### src/rtl/alu_result_uart_tx.sv
// ALU result serializer: latches a result word and ships it as
// back-to-back 8N1 UART frames, least-significant byte first.
module alu_result_uart_tx #(
  parameter int BUS_WIDTH    = 16,
  parameter int CLKS_PER_BIT = 16
) (
  input  logic                 clk,
  input  logic                 reset,
  input  logic [BUS_WIDTH-1:0] i_result,
  input  logic                 i_send,
  output logic                 o_tx,
  output logic                 o_busy,
  output logic                 o_done
);

  localparam int NBYTES = BUS_WIDTH / 8;
  localparam int BW     = $clog2(CLKS_PER_BIT);
  localparam int BCW    = (NBYTES > 1) ? $clog2(NBYTES) : 1;

  localparam logic [BW-1:0]  LAST_BAUD = BW'(CLKS_PER_BIT - 1);
  localparam logic [BCW-1:0] LAST_BYTE = BCW'(NBYTES - 1);

  typedef enum logic [1:0] {
    IDLE,
    START,
    DATA,
    STOP
  } state_t;

  state_t               state;
  logic [BUS_WIDTH-1:0] shreg;
  logic [2:0]           bit_idx;
  logic [BCW-1:0]       byte_cnt;
  logic [BW-1:0]        baud;

  logic       baud_end;
  logic [2:0] next_idx;

  assign baud_end = (baud == LAST_BAUD);
  assign next_idx = bit_idx + 3'd1;

  // o_tx is loaded with the level of the upcoming bit at each boundary,
  // so the line is a pure register output.
  always_ff @(posedge clk) begin
    if (reset) begin
      state    <= IDLE;
      shreg    <= '0;
      bit_idx  <= '0;
      byte_cnt <= '0;
      baud     <= '0;
      o_tx     <= 1'b1;
      o_busy   <= 1'b0;
      o_done   <= 1'b0;
    end else begin
      o_done <= 1'b0;
      unique case (state)
        IDLE: begin
          o_tx   <= 1'b1;
          o_busy <= 1'b0;
          if (i_send) begin
            shreg    <= i_result;
            byte_cnt <= '0;
            bit_idx  <= '0;
            baud     <= '0;
            o_tx     <= 1'b0;
            o_busy   <= 1'b1;
            state    <= START;
          end
        end
        START: begin
          if (baud_end) begin
            baud    <= '0;
            bit_idx <= '0;
            o_tx    <= shreg[0];
            state   <= DATA;
          end else begin
            baud <= baud + 1'b1;
          end
        end
        DATA: begin
          if (baud_end) begin
            baud <= '0;
            if (bit_idx == 3'd7) begin
              o_tx  <= 1'b1;
              state <= STOP;
            end else begin
              bit_idx <= next_idx;
              o_tx    <= shreg[next_idx];
            end
          end else begin
            baud <= baud + 1'b1;
          end
        end
        STOP: begin
          if (baud_end) begin
            baud <= '0;
            if (byte_cnt < LAST_BYTE) begin
              shreg    <= shreg >> 8;
              byte_cnt <= byte_cnt + 1'b1;
              o_tx     <= 1'b0;
              state    <= START;
            end else begin
              o_tx   <= 1'b1;
              o_busy <= 1'b0;
              o_done <= 1'b1;
              state  <= IDLE;
            end
          end else begin
            baud <= baud + 1'b1;
          end
        end
        default: state <= IDLE;
      endcase
    end
  end

endmodule

### config.mk
export PLATFORM = sky130hd
export DESIGN_NAME = alu_result_uart_tx
export DESIGN_NICKNAME = d
export VERILOG_FILES = /design/src/rtl/alu_result_uart_tx.sv
export SDC_FILE = /design/constraint.sdc
export NUM_CORES = 1
export LEC_CHECK = 0
export CAP_MARGIN = 10
export CELL_PAD_IN_SITES_DETAIL_PLACEMENT = 1
export CELL_PAD_IN_SITES_GLOBAL_PLACEMENT = 2
export CORE_AREA = 4 4 79 66
export DETAILED_ROUTE_END_ITERATION = 7
export DIE_AREA = 0 0 83 70
export PLACE_DENSITY = 0.82
export REMOVE_ABC_BUFFERS = 1
export SLEW_MARGIN = 20
export SYNTH_ARGS = -nofsm -noshare
export SYNTH_HDL_FRONTEND = slang
export SYNTH_SLANG_ARGS = --single-unit
### constraint.sdc
create_clock -name clk -period 4.79 [get_ports clk]
set_input_delay 0.479 -clock clk [delete_from_list [all_inputs] [get_ports clk]]
set_output_delay 0.479 -clock clk [all_outputs]
set_load 0.02 [all_outputs]
==> impl_metrics.sql <==
INSERT INTO impl_metrics (metric_group, metric, value, unit) VALUES
('timing', 'finalHoldViolCount', '0', ''),
('clocking', 'ctsLongestPathBuffers', '2', ''),
('hold_path', 'hold_path_depth', '2', ''),
('hold_path', 'min_from', 'bit_idx[1]', ''),
('timing', 'max_slew_margin', '38.1', '%'),
('layout', 'post_layout_nonfiller_instances', '240', ''),
('timing', 'timing_max_transition_violations_final', '0', ''),
('timing', 'layout_min_cycle_time', '2540', 'ps'),
('die', 'initial_utilization', '34.0', '%'),
('layout', 'mostFrequentLayoutCell', 'sky130_fd_sc_hd__dfxtp_1', ''),
('layout', 'num-nets-final', '206', ''),
('hold_path', 'worstHoldPathType', 'reg2reg', ''),
('place', 'dp_cells', '232', ''),
('pwr', 'vdd.ir_drop.worst', '0.000178', 'V'),
('timing', 'rsz0062_at_grt', 'no', ''),
('yosys', 'yosys_register_bits', '29', ''),
('routing', 'detailroute.wirelength.met3', '144', 'microns'),
('routing', 'drt_first_pass_iters', '4', ''),
('die', 'io_pins', '22', ''),
('global_route', 'maximum_number_of_pins_on_one_net_before_global_route_repair', '31', ''),
('layout', 'antenna-diode-count', '0', ''),
('critical_path', 'worst-r2r-cell-count', '5', ''),
('layout', 'area_growth', '20.4', '%'),
('timing', 'timing_worst_slew_pin_value', '929', 'ps'),
('yosys', 'ys_async_sr_fraction', '0', '%'),
('critical_path', 'worst_r2r_startpoint', 'state[1]', ''),
('routing', 'met1_length', '1.83', 'mm'),
('pwr', 'power_per_standard_cell_area', '559', 'mW/mm^2'),
('routing', 'detailed_route_wire_length_per_cell', '15.5', 'microns'),
('global_route', 'wire_length_of_the_first_global_routing_pass', '6.56', 'mm'),
('place', 'gp_congestion', '0.786', ''),
('die', 'design.die.area', '0.00581', 'sq mm'),
('critical_path', 'worstSetupStartpointType', 'flip-flop', ''),
('layout', 'final_cell_mix', 'sky130_fd_sc_hd__dfxtp_1 (29), sky130_fd_sc_hd__nor2_1 (25), sky130_fd_sc_hd__clkdlybuf4s50_1 (20)', ''),
('hold_path', 'worst_hold_path.endpoint', 'bit_idx[1]', ''),
('yosys', 'synth_cells', '160', ''),
('global_route', 'gr-usage-all-layers', '13.6', '%'),
('job', 'timing.max_cap.violations', '0', ''),
('global_route', 'grt_remaining_overflow', '0', ''),
('routing', 'routed_wl', '3.72', 'mm'),
('pwr', 'power_leakage', '0.698', 'nW'),
('routing', 'post_drt_antenna_nets', '0', ''),
('timing', 'final.setup_skew', '6.16', 'ps'),
('routing', 'routed.top_layer', 'met3', ''),
('routing', 'vias_per_cell', '5.13', ''),
('clocking', 'clockRootBuffer', 'sky130_fd_sc_hd__clkbuf_8', ''),
('clocking', 'cts.sink_count', '29', ''),
('place', 'placed_area', '0.00173', 'sq mm'),
('critical_path', 'worstPathRequired', '4980', 'ps'),
('critical_path', 'critical_path.reg2reg.endpoint', 'shreg[5]', ''),
('die', 'die_x', '83', 'microns'),
('yosys', 'synth_edf_count', '0', ''),
('clocking', 'worstSkewPairLatency', '280', 'ps'),
('routing', 'remaining_drc_errors', '0', ''),
('critical_path', 'ff2ff_setup_slack', '2250', 'ps'),
('global_route', 'initial_antenna_violation_count', '0', ''),
('clocking', 'post_cts.repair.setup_buffers', '0', ''),
('yosys', 'synth.cell_area', '0.00151', 'sq mm'),
('clocking', 'hold_buffers', '0', ''),
('yosys', 'yosys_warnings', '0', ''),
('clocking', 'post_cts_resized', '0', ''),
('clocking', 'cts_made_buffers', '5', ''),
('routing', 'wl_met2', '1.75', 'mm'),
('die', 'fp.coreArea', '0.00446', 'sq mm'),
('critical_path', 'timing.setup.critical_path_class', 'reg2reg', ''),
('clocking', 'clock_tree_from_tritoncts', 'yes', ''),
('place', 'port_buffers', '21', ''),
('outcome', 'outcome', 'finished clean', ''),
('pwr', 'power.total', '1.02', 'mW'),
('layout', 'total_of_fill_cells_in_the_finished_design', '533', ''),
('routing', 'via_count', '1232', '');
[where the power goes]
part	switching, mW	internal, mW
Clock	0.0927	0.130
Combinational	0.256	0.183
Sequential	0.0478	0.311
[cell usage after synthesis (4+ instances only)]
| cell type | count | area, sq um |
|---|---|---|
| sky130_fd_sc_hd__a211oi_1 | 7 | 52.6 |
| sky130_fd_sc_hd__a21oi_1 | 12 | 60.1 |
| sky130_fd_sc_hd__a22oi_1 | 8 | 60.1 |
| sky130_fd_sc_hd__buf_6 | 4 | 45.0 |
| sky130_fd_sc_hd__dfxtp_1 | 29 | 581 |
| sky130_fd_sc_hd__ha_1 | 8 | 100 |
| sky130_fd_sc_hd__inv_1 | 4 | 15.0 |
| sky130_fd_sc_hd__mux2i_1 | 10 | 100 |
| sky130_fd_sc_hd__nand2_1 | 8 | 30.0 |
| sky130_fd_sc_hd__nand2b_1 | 5 | 31.3 |
| sky130_fd_sc_hd__nor2_1 | 25 | 93.8 |
| sky130_fd_sc_hd__o21ai_0 | 6 | 30.0 |
[final cells by class]
class | instances | area [sq um] | share of cell area (%)
tap | 60 | 75.1 | 4.12
inverter | 4 | 15.0 | 0.824
sequential | 29 | 581 | 31.8
clock buffer | 7 | 96.3 | 5.28
timing repair buffer | 21 | 205 | 11.3
multi-input combinational | 118 | 846 | 46.4
clock inverter | 1 | 5.00 | 0.275
[routing by layer]
metal / vias up / track usage, %
li1: 620 / -
met1: 593 / 17.8
met2: 19 / 21.8
met3: 0 / 4.36
met4: 0 / 3.27
met5: - / 0
[registers in the layout, indices dropped and copies added (netlist names)]
name      flops
state         2
byte_cnt      1
o_busy        1
baud          4
shreg        16
bit_idx       3
o_tx          1
o_done        1
[stage by stage]
| stage | hold slack (ps) | worst slack (ps) |
|---|---|---|
| after floorplan | 447 | 2700 |
| after global placement | 468 | 2410 |
| after detailed placement | 486 | 2250 |
| after CTS | 495 | 2210 |
| after global routing | 516 | 1960 |
| final | 493 | 2250 |
[how the worst max path moves through the flow]
stage,from,end,slack [ps]
final,state[1],shreg[5],2250
after global routing,state[1],shreg[2],1960
after CTS,state[1],shreg[5],2210
after detailed placement,state[1],shreg[5],2250
after global placement,state[1],shreg[4],2410
after floorplan,state[1],shreg[0],2700
[worst max-delay path: stages (launching register included)]
cell and delay [ps]:
sky130_fd_sc_hd__dfxtp_1 410, sky130_fd_sc_hd__ha_1 800, sky130_fd_sc_hd__nor2_1 240, sky130_fd_sc_hd__a211oi_4 670, sky130_fd_sc_hd__nor2_1 100, sky130_fd_sc_hd__a211oi_1 230
[cell families (layout without fill, tap and decap cells)]
family / after synthesis / in the layout / share of synthesized area [%]
AOI/OAI and AO/OA: 45 / 45 / 21.5
adders and majority gates: 8 / 8 / 6.61
buffers and inverters: 13 / 33 / 5.78
DFF: 29 / 29 / 38.3
muxes: 13 / 13 / 10.6
and+or+nand+nor: 52 / 52 / 17.2
Note: power is estimated with default switching activity, not from simulation.
